[config.mk]
export PLATFORM = sky130hd
export DESIGN_NAME = pwm_capture
export DESIGN_NICKNAME = d
export VERILOG_FILES = /design/src/rtl/pwm_capture_pkg.sv /design/src/rtl/pwm_capture_writer.sv /design/src/rtl/pwm_capture.sv
export SDC_FILE = /design/constraint.sdc
export NUM_CORES = 1
export LEC_CHECK = 0
export BUFFER_PORTS_ARGS = -buffer_cell sky130_fd_sc_hd__buf_2
export CORE_AREA = 2 2 79 119
export DETAILED_ROUTE_END_ITERATION = 16
export DIE_AREA = 0 0 81 121
export GPL_TIMING_DRIVEN = 0
export PLACE_DENSITY = 0.8
export SETUP_SLACK_MARGIN = 0.3
export SLEW_MARGIN = 20
export SYNTH_ARGS = -nofsm -noshare
export SYNTH_HDL_FRONTEND = slang
export SYNTH_SLANG_ARGS = --single-unit
[constraint.sdc]
create_clock -name clock -period 2.8 [get_ports clock]
set_clock_uncertainty 0.05 [all_clocks]
set_input_delay 0.56 -clock clock [delete_from_list [all_inputs] [get_ports clock]]
set_output_delay 0.56 -clock clock [all_outputs]
set_load 0.005 [all_outputs]
[src/rtl/pwm_capture_pkg.sv]
// Shared types and constants for the pwm_capture input-capture block.
package pwm_capture_pkg;

  typedef enum logic {IDLE, MEASURE} meas_state_t;
  typedef enum logic {W_IDLE, W_SEND} wr_state_t;

  localparam int unsigned CAP_BYTES      = 5;
  localparam int unsigned STATUS_OVR_BIT = 0;
  localparam int unsigned STATUS_SAT_BIT = 1;

  // Byte selected for register-file offset idx of a result record.
  function automatic logic [7:0] cap_byte(input logic [15:0] high,
                                          input logic [15:0] period,
                                          input logic [7:0]  status,
                                          input logic [2:0]  idx);
    logic [7:0] b;
    case (idx)
      3'd0:    b = high[7:0];
      3'd1:    b = high[15:8];
      3'd2:    b = period[7:0];
      3'd3:    b = period[15:8];
      default: b = status;
    endcase
    return b;
  endfunction

endpackage

[src/rtl/pwm_capture_writer.sv]
// Capture buffer, byte sequencer and register-file write handshake.
module pwm_capture_writer
  import pwm_capture_pkg::*;
#(
  parameter logic [7:0] BASE_ADDR = 8'h0C
) (
  input  logic        clock,
  input  logic        reset,
  input  logic        cap_valid,
  input  logic [15:0] cap_high,
  input  logic [15:0] cap_period,
  input  logic        sat_evt,
  output logic        reg_wr_valid,
  output logic [7:0]  reg_wr_addr,
  output logic [7:0]  reg_wr_data,
  input  logic        reg_wr_ready,
  output logic        cap_busy
);

  wr_state_t   state_q, state_d;
  logic [2:0]  idx_q;
  logic [15:0] high_q, period_q;
  logic [7:0]  addr_q, data_q;
  logic [7:0]  status_now;
  logic        ovr_q, sat_q;
  logic        accept, last, ovr_evt, clr_ovr, clr_sat;

  assign accept  = (state_q == W_SEND) && reg_wr_ready;
  assign last    = (idx_q == 3'(CAP_BYTES - 1));
  assign ovr_evt = cap_valid && (state_q != W_IDLE);

  // Only the flag bits actually carried by the accepted status byte are
  // cleared, so an event arriving after the byte was loaded is not lost.
  assign clr_ovr = accept && last && data_q[STATUS_OVR_BIT];
  assign clr_sat = accept && last && data_q[STATUS_SAT_BIT];

  always_comb begin
    status_now                 = '0;
    status_now[STATUS_OVR_BIT] = ovr_q;
    status_now[STATUS_SAT_BIT] = sat_q;
  end

  always_comb begin
    state_d = state_q;
    case (state_q)
      W_IDLE:  if (cap_valid) state_d = W_SEND;
      W_SEND:  if (accept && last) state_d = W_IDLE;
      default: state_d = W_IDLE;
    endcase
  end

  always_ff @(posedge clock) begin
    if (!reset) state_q <= W_IDLE;
    else        state_q <= state_d;
  end

  always_ff @(posedge clock) begin
    if (!reset) begin
      idx_q    <= '0;
      high_q   <= '0;
      period_q <= '0;
      addr_q   <= BASE_ADDR;
      data_q   <= '0;
      ovr_q    <= 1'b0;
      sat_q    <= 1'b0;
    end else begin
      if ((state_q == W_IDLE) && cap_valid) begin
        high_q   <= cap_high;
        period_q <= cap_period;
        idx_q    <= '0;
        addr_q   <= BASE_ADDR;
        data_q   <= cap_high[7:0];
      end else if (accept && !last) begin
        idx_q  <= idx_q + 3'd1;
        addr_q <= BASE_ADDR + 8'(idx_q + 3'd1);
        data_q <= cap_byte(high_q, period_q, status_now, idx_q + 3'd1);
      end
      ovr_q <= (ovr_q && !clr_ovr) || ovr_evt;
      sat_q <= (sat_q && !clr_sat) || sat_evt;
    end
  end

  assign reg_wr_valid = (state_q == W_SEND);
  assign cap_busy     = (state_q != W_IDLE);
  assign reg_wr_addr  = addr_q;
  assign reg_wr_data  = data_q;

endmodule

[src/rtl/pwm_capture.sv]
// Input capture: measures high time and period of pwm_in on a prescaled
// time base and writes the results to the register file.
// Optional: PWM_CAPTURE_GLITCH_FILTER_EN adds a 3-sample majority filter.
module pwm_capture
  import pwm_capture_pkg::*;
#(
  parameter logic [7:0] BASE_ADDR = 8'h0C
) (
  input  logic       clock,
  input  logic       reset,
  input  logic       pwm_in,
  input  logic [7:0] cap_div,
  output logic       reg_wr_valid,
  output logic [7:0] reg_wr_addr,
  output logic [7:0] reg_wr_data,
  input  logic       reg_wr_ready,
  output logic       cap_busy
);

  logic        s1_q, s2_q, level, level_q, rise;
  logic [7:0]  div_q;
  logic        tick, enabled;
  logic [15:0] high_q, period_q;
  logic        cap_valid, sat_evt;
  meas_state_t state_q, state_d;

  always_ff @(posedge clock) begin
    if (!reset) begin
      s1_q <= 1'b0;
      s2_q <= 1'b0;
    end else begin
      s1_q <= pwm_in;
      s2_q <= s1_q;
    end
  end

`ifdef PWM_CAPTURE_GLITCH_FILTER_EN
  logic f1_q, f2_q, filt_q;

  always_ff @(posedge clock) begin
    if (!reset) begin
      f1_q   <= 1'b0;
      f2_q   <= 1'b0;
      filt_q <= 1'b0;
    end else begin
      f1_q   <= s2_q;
      f2_q   <= f1_q;
      filt_q <= (s2_q & f1_q) | (s2_q & f2_q) | (f1_q & f2_q);
    end
  end

  assign level = filt_q;
`else
  assign level = s2_q;
`endif

  always_ff @(posedge clock) begin
    if (!reset) level_q <= 1'b0;
    else        level_q <= level;
  end

  assign rise    = level & ~level_q;
  assign enabled = (cap_div != '0);
  assign tick    = (div_q >= cap_div);

  // Prescaler: the rise cycle counts as the first clock of a tick interval.
  always_ff @(posedge clock) begin
    if (!reset)          div_q <= '0;
    else if (rise||tick) div_q <= 8'd1;
    else                 div_q <= div_q + 8'd1;
  end

  always_comb begin
    state_d   = state_q;
    cap_valid = 1'b0;
    if (!enabled) begin
      state_d = IDLE;
    end else begin
      case (state_q)
        IDLE:    if (rise) state_d = MEASURE;
        MEASURE: if (rise) cap_valid = 1'b1;
        default: state_d = IDLE;
      endcase
    end
  end

  always_ff @(posedge clock) begin
    if (!reset) state_q <= IDLE;
    else        state_q <= state_d;
  end

  assign sat_evt = enabled && (state_q == MEASURE) && !rise && tick &&
                   ((period_q == '1) || (level && (high_q == '1)));

  always_ff @(posedge clock) begin
    if (!reset || !enabled) begin
      high_q   <= '0;
      period_q <= '0;
    end else if (rise) begin
      high_q   <= 16'd1;
      period_q <= 16'd1;
    end else if (state_q == IDLE) begin
      high_q   <= '0;
      period_q <= '0;
    end else if (tick) begin
      if (period_q != '1)           period_q <= period_q + 16'd1;
      if (level && (high_q != '1))  high_q   <= high_q + 16'd1;
    end
  end

  pwm_capture_writer #(.BASE_ADDR(BASE_ADDR)) u_writer (
    .clock        (clock),
    .reset        (reset),
    .cap_valid    (cap_valid),
    .cap_high     (high_q),
    .cap_period   (period_q),
    .sat_evt      (sat_evt),
    .reg_wr_valid (reg_wr_valid),
    .reg_wr_addr  (reg_wr_addr),
    .reg_wr_data  (reg_wr_data),
    .reg_wr_ready (reg_wr_ready),
    .cap_busy     (cap_busy)
  );

endmodule
# Word level (Yosys, flattened, before mapping)
# Index checks and enable logic that the tools add are counted.
# word_totals
regBits	98
latchBits	0
ramBits	0
rom_bits	0
in_bits	12
mem_count	0
# classes
add_sub_neg	6
multipliers	0
div_mod_pow	0
magnitude_cmp	1
eq_ne	11
n_shift	0
mux	19
n_bitwise	5
n_reduce_logical	37
# op_table
op	count
16-bit by 1-bit adder with 16-bit output (second input constant)	2
16-bit equality test (second input constant)	2
16-bit != test (second input constant)	2
8-bit case mux with 4 select lines	1
8-bit two-way mux	2
1-bit logical AND	15
1-bit two-way mux	15
2-bit AND reduction	5
4-bit by 8-bit adder with 8-bit output (first input constant)	1
8-bit by 1-bit adder with 8-bit output (second input constant)	1
8-bit >= comparator	1
8-bit nonzero test	1
3-bit by 2-bit equality test with 1-bit output (second input constant)	2
1-bit zero test	6
3-bit by 2-bit != test with 1-bit output (second input constant)	2
1-bit logical OR	5
3-bit by 1-bit adder with 4-bit output (second input constant)	1
1-bit NOT	4
2-bit OR reduction	2
3-bit by 1-bit adder with 3-bit output (second input constant)	1
3-bit by 1-bit equality test with 1-bit output (second input constant)	1
3-bit equality test (second input constant)	1
3-bit zero test	1
3-bit != test (second input constant)	1
other kinds (4)	4

# Longest topological paths before layout
# Gate-level depths: netlist of the first run.
# logic_depth
ltp_word	7
mapped_depth	9
ltp_nobuf	7

# Cells and area by module
# From an unflattened synthesis of the first run, not the netlist that was laid out.
# hier_totals
cells_unflattened	552
hier_area_um2	4635.7
# by_module_without_submodules
mod	n_inst	cells_each	area_each_um2	seq_area_each_um2
pwm_capture	1	290	2489.9	880.8
pwm_capture_writer	1	262	2145.8	980.9

# Worst setup path before layout of the first run
# Ideal clock, no wire load.
# synth_timing
path_type	input-to-reg
startpoint	in cap_div[0]
endpoint	reg high_q[1]
setup_ns	0.070
arrival_time_ns	2.304
required_time_ns	2.680
path_slack_ns	0.376
path_stages	8
path_buffers	2
cell_sequence	ha_1 > nand2b_1 > a2111o_1 > a31oi_2 > buf_2 > buf_2 > o21ai_0 > a21oi_1
# synth_between
elab_chain_len	4
# synth_lines
element	line	text
start, declared	pwm_capture.sv:12	input logic [7:0] cap_div,
parallel branches: the longest is 4 deep, another holds 8-bit >= comparator	n/a	
end signal, assigned	pwm_capture.sv:107	if (level && (high_q != '1)) high_q <= high_q + 16'd1;
end, declared	pwm_capture.sv:23	logic [15:0] high_q, period_q;
# Several ways; the timed one is not identified.
# A chain may end at the register's enable or synchronous reset.

# Worst setup path in the final report of the first run
# layout_timing
startpoint	in cap_div[2]
endpoint	reg high_q[10]
# The elaborated chain is that of the path after synthesis.

==> results of run 1 <==
==> worst register-to-register path, stage by stage, from the launching register on <==
cell      delay [ps]
dfxtp_2          360
inv_1             50
ha_1             260
nand2b_1         140
a2111o_1         460
a31oi_4          210
clkbuf_4         240
buf_2            250
o211ai_1         140
o31ai_1          100
==> worst paths after layout <==
path	startpoint	cells after the start	slack, ps	to
worst max-delay path	cap_div[2]	6	440	high_q[10]
worst max register to register	div_q[0]	9	440	period_q[1]
worst min register to register	s1_q	1	380	level
worst min-delay path	pwm_in	2	370	s1_q
==> power by group through the flow <==
stage	Sequential (mW)	Combinational (mW)	Clock, mW
global route	1.34	0.110	1.37
global placement	1.37	0.0901	0
CTS	1.34	0.0966	1.31
floorplan	1.37	0.0625	0
finish	1.34	0.0982	1.30
detailed placement	1.37	0.0929	0
==> logic make-up after synthesis <==
group	Yosys count	share of synthesized area, %
adders and majority gates	17	4.75
DFF	93	41.6
other	1	0.0837
buffers and inverters	56	5.53
xor gates and xnor gates	8	1.56
AOI/OAI and AO/OA	151	21.2
muxes	1	0.223
and+or+nand+nor	232	25.1
==> what timing repair did <==
item / in CTS / in global routing
gates resized for setup: 3 / 9
pin swaps: 1 / 0
endpoints found under the setup margin: 36 / 30
setup buffers: 3 / 0
==> layer usage <==
layer / up-vias / routed length [um] / GRT usage, %
met5: - / 0 / 0
met4: 0 / 615 / 15.0
met3: 48 / 596 / 5.43
met2: 178 / 6440 / 48.6
met1: 2022 / 4400 / 26.9
li1: 2097 / - / -
==> sequential cells by signal (all words and copies together), names as in the netlist <==
signal	flops
high_q	16
period_q	16
u_writer.high_q	16
u_writer.period_q	16
div_q	8
u_writer.reg_wr_data	8
u_writer.idx_q	3
u_writer.reg_wr_addr	3
level	1
level_q	1
s1_q	1
state_q	1
u_writer.cap_busy	1
u_writer.ovr_q	1
u_writer.sat_q	1
==> cells in the final DEF, fill, tap and decap left out, types with 10 or more instances in the layout <==
| cell type | instances |
|---|---|
| o21ai_0 | 19 |
| nand2_1 | 109 |
| or4_1 | 16 |
| buf_2 | 35 |
| a22oi_1 | 13 |
| or3_1 | 21 |
| nor2_1 | 23 |
| ha_1 | 17 |
| a21oi_1 | 68 |
| o31ai_1 | 10 |
| dfxtp_1 | 92 |
| inv_1 | 15 |
| clkbuf_1 | 20 |
| nand3_1 | 26 |
==> final cells by class <==
cell class	count	area share, %
Multi-Input combinational cell	412	46.8
Sequential cell	93	36.3
Clock buffer	10	4.46
Buffer	40	3.88
Timing Repair Buffer	29	2.98
Tap cell	110	2.68
Clock inverter	6	1.68
Inverter	16	1.17
==> through the flow <==
stage          worst slack, ps  hold slack, ps  setup TNS (ps)  cells  area, um^2
2_1_floorplan              376             362               0    561        4490
3_3_place_gp              -126             364           -2320    697        4760
3_5_place_dp              -166             368           -3240    697        4760
4_1_cts                    360             368               0    716        5110
5_1_grt                    289             384               0    716        5130
6_report                   435             370               0    716        5130
==> flow_summary.yaml, run 1 <==
run:
  maxCapViolCount: 0
clocking:
  clk_latency_ps: 350
  cts_tree: "done"
  cts.clk_slew.worst_paths_ps: 60
  cts_hold_buf: 0
  cts_sinks: 93
  clk_path_buf_depth: 2
  cts_root_buf: "clkbuf_16"
  cts_buffers: 9
  htree_num_levels: 3
synthesis:
  synth-async-reset-ratio_pct: 0
  ys_seq_area_share_pct: 41.6
  synth_top_cell_area_share_pct: 41.6
  synth-edff-count: 0
  yosysMostFrequentCell: "nand2_1"
  yosys_register_bits: 93
  synth_common_cells: "nand2_1, dfxtp_1, a21oi_1, nand3_1, nor2_1"
  syn_inst: 559
  synth_area_per_cell_um2: 8.02
  yosysWarnings: 0
  synthTopCellsByArea: "dfxtp_1, nand2_1, a21oi_1"
  synth_top_area_cell: "dfxtp_1"
  ys.flop_type: "dfxtp_1"
  synth_area_um2: 4480
  ys_types: 53
setup_path:
  crit_arrival_ps: 2540
  crit_family: "buffers and inverters"
  critPathBufInv: 3
  required_ps: 2980
  crit_chain: "buf_2, or4_1, o2111ai_1, clkbuf_1, clkbuf_2, a21oi_1"
  start_kind: "input pin"
  cpPeakStageDelay_ps: 640
  crit_slowest_cell: "or4_1"
  crit_path_end_kind: "flop"
  crit_fanout: 10
  crit_type: "in -> reg"
route:
  drc: 0
  via_per_inst: 6.07
  wl_per_cell_um: 16.8
  drt_iter0_markers: 319
  antenna_left: 0
  drtPass1Iterations: 6
  wl_mm: 12.1
  vias: 4345
placed_design:
  hpwl_mm: 9.03
  routabilityCongestion: 0.916
  port_buffers: 26
timing:
  fin_crit_ps: 2360
  max_freq_mhz: 423
  slew_headroom_pct: 49.1
  hold_viol_final: 0
  rsz0062_at_grt: "yes"
  finalSetupViolations: 0
  tightestPinTransition_ps: 764
  post-route-period-util_pct: 84.5
  drv_slew: 0
floorplanning:
  core_um2: 8720
  die_w_um: 81
  start_util_pct: 51.4
  io_pins: 30
  rows: 42
  die_area_um2: 9800
  die_y_um: 121
final_layout:
  fin_util_pct: 58.8
  antenna_cells: 0
  area_delta_synth_final_pct: 14.5
  fin_nets: 630
  register_area_um2: 1860
  nFillCells: 819
  multi_input_area_um2: 2400
  drive_above_1_share_pct: 12.5
power_and_ir_drop:
  p_leak_nw: 1.78
  p_sw_share_pct: 21.5
  seqPwrFrac_pct: 49.0
  p_sw_mw: 0.589
  irDropWorstVdd_v: 0.000403
  powerDensity_nw_per_um2: 534
  finalPower_mw: 2.74
  clockPowerShare_pct: 47.4
  power_frac_comb_pct: 3.6
  p_int_mw: 2.15
run_status:
  status: "completed"
global_route:
  grt_pass1_vias: 4393
  grt_pass1_wl_mm: 20.1
  grt-ovfl-total: 0
  antenna_found_initial: 0
  track_usage_pct: 26.5
  grt_max_degree: 16
min_path:
  min_path_type: "in -> reg"
Note: power is estimated with default switching activity, not from simulation.
==> inputs of run 2 (changes only) <==
ABC_AREA = 1   (was not set)
CORE_AREA = 2 2 81 122   (was 2 2 79 119)
DIE_AREA = 0 0 83 124   (was 0 0 81 121)
clock period = 2.3 ns   (was 2.8 ns; I/O delays follow)
==> run 2 against run 1 <==
Against the previous run: setup slack got worse by 34 ps; highest routed layer unchanged; global-route usage decreased by 3.3 points; largest power group unchanged; synthesized cell count up 18%; first-iteration DRC count shrank 28%; sequential power rose by 22%; critical path type is now reg -> reg; final cell count grew 14%; register-to-register slack lost 30 ps; utilization down 0.41 points; critical endpoint is now u_writer.reg_wr_data[3].
==> flow_summary.yaml, run 2 <==
route:
  drt_iter0_markers: 231
  wl_per_cell_um: 14.0
  via_per_inst: 5.43
  drtPass1Iterations: 5
  drc: 0
  antenna_left: 0
  vias: 4443
  wl_mm: 11.5
clocking:
  clk_path_buf_depth: 2
  clk_latency_ps: 350
  cts_root_buf: "clkbuf_16"
  cts_buffers: 9
  htree_num_levels: 3
  cts_sinks: 93
  cts_hold_buf: 0
  cts.clk_slew.worst_paths_ps: 70
  cts_tree: "done"
run_status:
  status: "completed"
floorplanning:
  core_um2: 9200
  die_y_um: 124
  die_w_um: 83
  die_area_um2: 10300
  io_pins: 30
  rows: 43
  start_util_pct: 51.1
timing:
  tightestPinTransition_ps: 536
  fin_crit_ps: 1900
  finalSetupViolations: 0
  slew_headroom_pct: 64.2
  post-route-period-util_pct: 82.6
  whs_ps: 241
  drv_slew: 0
  max_freq_mhz: 526
  hold_viol_final: 0
  rsz0062_at_grt: "yes"
synthesis:
  synth-edff-count: 0
  synth_top_cell_area_share_pct: 39.6
  synth_area_um2: 4700
  ys_seq_area_share_pct: 39.6
  yosys_register_bits: 93
  yosysMostFrequentCell: "nand2_1"
  synth_area_per_cell_um2: 7.12
  synth_top_area_cell: "dfxtp_1"
  synthTopCellsByArea: "dfxtp_1, nand2_1, a21oi_1"
  syn_inst: 660
  ys_types: 34
  ys.flop_type: "dfxtp_1"
  synth-async-reset-ratio_pct: 0
  synth_common_cells: "nand2_1, dfxtp_1, a21oi_1, inv_1, nor2_1"
  yosysWarnings: 0
setup_path:
  crit_chain: "ha_1, xnor2_4, nand2_1, o22ai_1, nor3_1, o21ai_1"
  r2r_slack_ps: 400
  r2r_cells: 6
  cpPeakStageDelay_ps: 360
  crit_type: "reg -> reg"
  r2r-end: "u_writer.reg_wr_data[3]"
  critPathLaunch: "u_writer.idx_q[0]"
  crit_fanout: 9
  start_kind: "flop"
  crit_slowest_cell: "dfxtp_2"
  crit_path_end_kind: "flop"
  required_ps: 2540
  crit_arrival_ps: 2130
  reg2reg_from: "u_writer.idx_q[0]"
final_layout:
  fin_nets: 730
  drive_above_1_share_pct: 14.2
  fin_util_pct: 58.4
  finalNonFillerCells: 818
  final_common_cell: "nand2_1"
  most-common-layout-cells: "nand2_1, dfxtp_1, a21oi_1"
  area_delta_synth_final_pct: 14.3
  final_area_um2: 5370
  antenna_cells: 0
power_and_ir_drop:
  powerDensity_nw_per_um2: 614
  irDropWorstVdd_v: 0.000479
  p_leak_nw: 2.22
min_path:
  min-delay-start: "pwm_in"
  hold_depth: 3
  min_path_type: "in -> reg"
  holdPathEnd: "s1_q"
global_route:
  track_usage_pct: 23.1
  grt_max_degree: 18
  grt_pass1_vias: 4337
  antenna_found_initial: 0
  grt-ovfl-total: 0
  grt_pass1_wl_mm: 19.2
placed_design:
  dpl.cell_count: 800
  place_area_um2: 4980
  hpwl_mm: 8.60
  port_buffers: 26
  routabilityCongestion: 0.922
run:
  maxCapViolCount: 0
run 2: cell count changes in the layout (fill, tap and decap cells not counted), moves of 16 or more:
cell     change
inv_1       +48
o21ai_0     +17
xor2_1      +19
nor2_1      +22
or3_1       -21
nand2_1     +74
or4_1       -16
run 2: cell families (layout without fill, tap and decap cells):
group	Yosys count	in the layout	synth area share, %
DFF	93	93	39.6
other	1	3	0.0798
and+or+nand+nor	309	309	28.1
xor gates and xnor gates	31	31	5.94
AOI/OAI and AO/OA	114	114	12.7
adders and majority gates	17	17	4.53
buffers and inverters	95	139	9.00
run 2: metal layers:
| layer | up-vias | track usage (%) | share of wire [%] |
|---|---|---|---|
| li1 | 2192 | - | - |
| met2 | 168 | 43.1 | 51 |
| met5 | - | 0 | 0 |
| met4 | 0 | 12.9 | 4.6 |
| met1 | 2044 | 24.8 | 39 |
| met3 | 39 | 3.98 | 5.0 |
run 2: worst max path at each step:
| stage | to | slack [ps] | cells after the start |
|---|---|---|---|
| finish | u_writer.reg_wr_data[3] | 400 | 6 |
| global route | u_writer.reg_wr_data[1] | 240 | 10 |
| CTS | u_writer.reg_wr_data[5] | 320 | 6 |
| detailed placement | period_q[1] | -50 | 12 |
| global placement | period_q[8] | -6 | 14 |
| floorplan | period_q[1] | 380 | 11 |
run 2: layout make-up:
cell class                 count  area, um^2
fill                         820        3830
multi-input combinational    474        2480
sequential                    93        1870
inverter                      69         259
clock buffer                   9         225
buffer                        26         173
timing repair buffer          28         145
tap                          112         140
clock inverter                 7        80.1
run 2: timing repair:
| item | in CTS | in global routing |
|---|---|---|
| setup buffers | 1 | 1 |
| gates resized for setup | 12 | 16 |
| endpoints found under the hold margin | 0 | 0 |
| pin swaps | 1 | 1 |
| endpoints found under the setup margin | 37 | 35 |
run 2: critical path, delay by kind of cell, from the launching register on:
family | cells | cell delay [ps]
AOI/OAI and AO/OA | 2 | 480
DFF | 1 | 360
xor gates and xnor gates | 1 | 330
adders and majority gates | 1 | 310
and+or+nand+nor | 2 | 310
run 2: per-stage QoR:
step	worst slack (ps)	power [mW]	TNS [ps]
floorplan	385	1.77	0
global placement	-6.13	1.80	-10.2
detailed placement	-54.7	1.81	-325
CTS	317	3.31	0
global route	240	3.39	0
finish	401	3.30	0
run 2: power by group:
group	switching (mW)	total [mW]	internal, mW	leakage [nW]
Sequential	0.0142	1.64	1.63	0.754
Combinational	0.0858	0.137	0.0509	1.32
Clock	0.667	1.52	0.856	0.143
==> inputs of run 3 (changes only) <==
PLACE_DENSITY = 0.82   (was 0.8)
clock period = 1.7 ns   (was 2.3 ns; I/O delays follow)
==> run 3 against run 2 <==
Against the previous run: the run now ends with negative setup slack left; setup slack lost 700 ps; first-iteration DRC count grew to 4.7 times the previous value; cell area is 36% higher; register-to-register slack worse by 700 ps; fmax decreased by 5.2%; combinational power grew to 2.8 times the previous value; utilization is 21 points higher; non-clock buffer count is 61 higher; highest routed layer unchanged.
==> flow_summary.yaml, run 3 (synthesis results as in run 2) <==
power_and_ir_drop:
  p_leak_nw: 3.13
  powerDensity_nw_per_um2: 672
  irDropWorstVdd_v: 0.000648
timing:
  tightestPinTransition_ps: 928
  hold_viol_final: 0
  drv_slew: 0
  post-route-period-util_pct: 118
  rsz0062_at_grt: "yes"
  worst_slack_ps: -304
  slew_headroom_pct: 38.2
  fin_crit_ps: 2000
  finalSetupViolations: 80
  max_freq_mhz: 499
final_layout:
  drive_above_1_share_pct: 48.1
  finalNonFillerCells: 879
  antenna_cells: 0
  nFillCells: 397
  multi_input_area_um2: 3510
  fin_nets: 791
  area_delta_synth_final_pct: 54.9
  final_common_cell: "nand2_1"
  register_area_um2: 1920
  most-common-layout-cells: "nand2_1, dfxtp_1, inv_1"
  fin_util_pct: 79.1
clocking:
  clk_latency_ps: 360
  cts_tree: "done"
  cts_buffers: 9
  cts_root_buf: "clkbuf_16"
  cts_sinks: 93
  clk_path_buf_depth: 2
  cts.clk_slew.worst_paths_ps: 70
  htree_num_levels: 3
setup_path:
  crit_fanout: 8
  r2r_cells: 7
  crit_chain: "ha_4, xnor2_4, buf_6, nand2_4, o22ai_1, nor3_2, o21ai_1"
  required_ps: 1940
  crit_path_end_kind: "flop"
  crit_slowest_cell: "o22ai_1"
  start_kind: "flop"
  r2r_slack_ps: -300
  cpPeakStageDelay_ps: 610
  reg2reg_from: "u_writer.idx_q[1]"
  crit_type: "reg -> reg"
  r2r-end: "u_writer.reg_wr_data[4]"
  crit_arrival_ps: 2250
floorplanning:
  die_y_um: 124
  io_pins: 30
  die_area_um2: 10300
  rows: 43
  start_util_pct: 51.1
  die_w_um: 83
  core_um2: 9200
global_route:
  antenna_found_initial: 0
  grt-ovfl-total: 0
  grt_max_degree: 17
  grt_pass1_wl_mm: 23.9
  grt_pass1_vias: 5042
  track_usage_pct: 29.2
placed_design:
  dpl.cell_count: 800
  hpwl_mm: 8.84
  routabilityCongestion: 0.948
  port_buffers: 26
min_path:
  holdPathEnd: "s1_q"
  hold_depth: 3
  min_path_type: "in -> reg"
  min-delay-start: "pwm_in"
route:
  via_per_inst: 6.72
  drc: 0
  wl_per_cell_um: 25.2
  drt_iter0_markers: 1077
  wl_mm: 22.2
  antenna_left: 0
  drtPass1Iterations: 6
  vias: 5903
run:
  maxCapViolCount: 0
run_status:
  status: "finished with violations"
  violations: "negative setup slack"
run 3: through the flow:
step / worst slack (ps) / total power, mW / area (um^2) / setup TNS, ps / hold slack (ps)
floorplan: 89.8 / 2.40 / 4940 / 0 / 340
global placement: -257 / 2.45 / 5210 / -9520 / 344
detailed placement: -287 / 2.47 / 5210 / -11080 / 355
CTS: 24.2 / 4.69 / 6410 / 0 / 123
global route: -321 / 4.94 / 7280 / -10200 / 162
finish: -304 / 4.89 / 7280 / -7690 / 136
run 3: area by class of cell:
type	count	area share (%)
Multi-Input combinational cell	474	48.2
Sequential cell	93	26.4
Timing Repair Buffer	89	10.7
Inverter	69	4.14
Buffer	26	3.99
Clock buffer	11	3.78
Tap cell	112	1.92
Clock inverter	5	0.859
run 3: worst max-delay path by stage:
stage | startpoint | to | cells past startpoint
after floorplan | div_q[0] | period_q[1] | 13
after global placement | cap_div[5] | high_q[10] | 10
after detailed placement | cap_div[3] | period_q[8] | 14
after CTS | div_q[1] | high_q[11] | 12
after global routing | u_writer.idx_q[0] | u_writer.reg_wr_data[4] | 7
final | u_writer.idx_q[1] | u_writer.reg_wr_data[4] | 7
run 3: layer usage:
metal	vias to the layer above	global-route usage [%]	routed length [um]
met5	-	0	0
li1	2320	-	-
met2	669	55.3	9980
met1	2625	28.8	6930
met3	289	4.37	2620
met4	0	21.1	2650
run 3: power by group:
part           internal [mW]  switching, mW  total (mW)
clock network           1.33          0.963        2.29
logic                  0.150          0.236       0.386
registers               2.19         0.0248        2.21
run 3: repair_timing:
action                                 4_1_cts  5_1_grt
endpoints found under the hold margin        0        0
cloned                                       5        2
setup buffers                               37       19
resized for setup                          126      198
pin swaps                                   38       61
setup endpoints to repair                   89       91
hold buffers                                 0        0
run 3: worst max-delay path, delay by kind of cell, from the launching register on:
kind / cells / cell delay, ps
AOI/OAI and AO/OA: 2 / 770
DFF: 1 / 370
and+or+nand+nor: 2 / 230
adders and majority gates: 1 / 180
xor gates and xnor gates: 1 / 170
buffers and inverters: 1 / 160
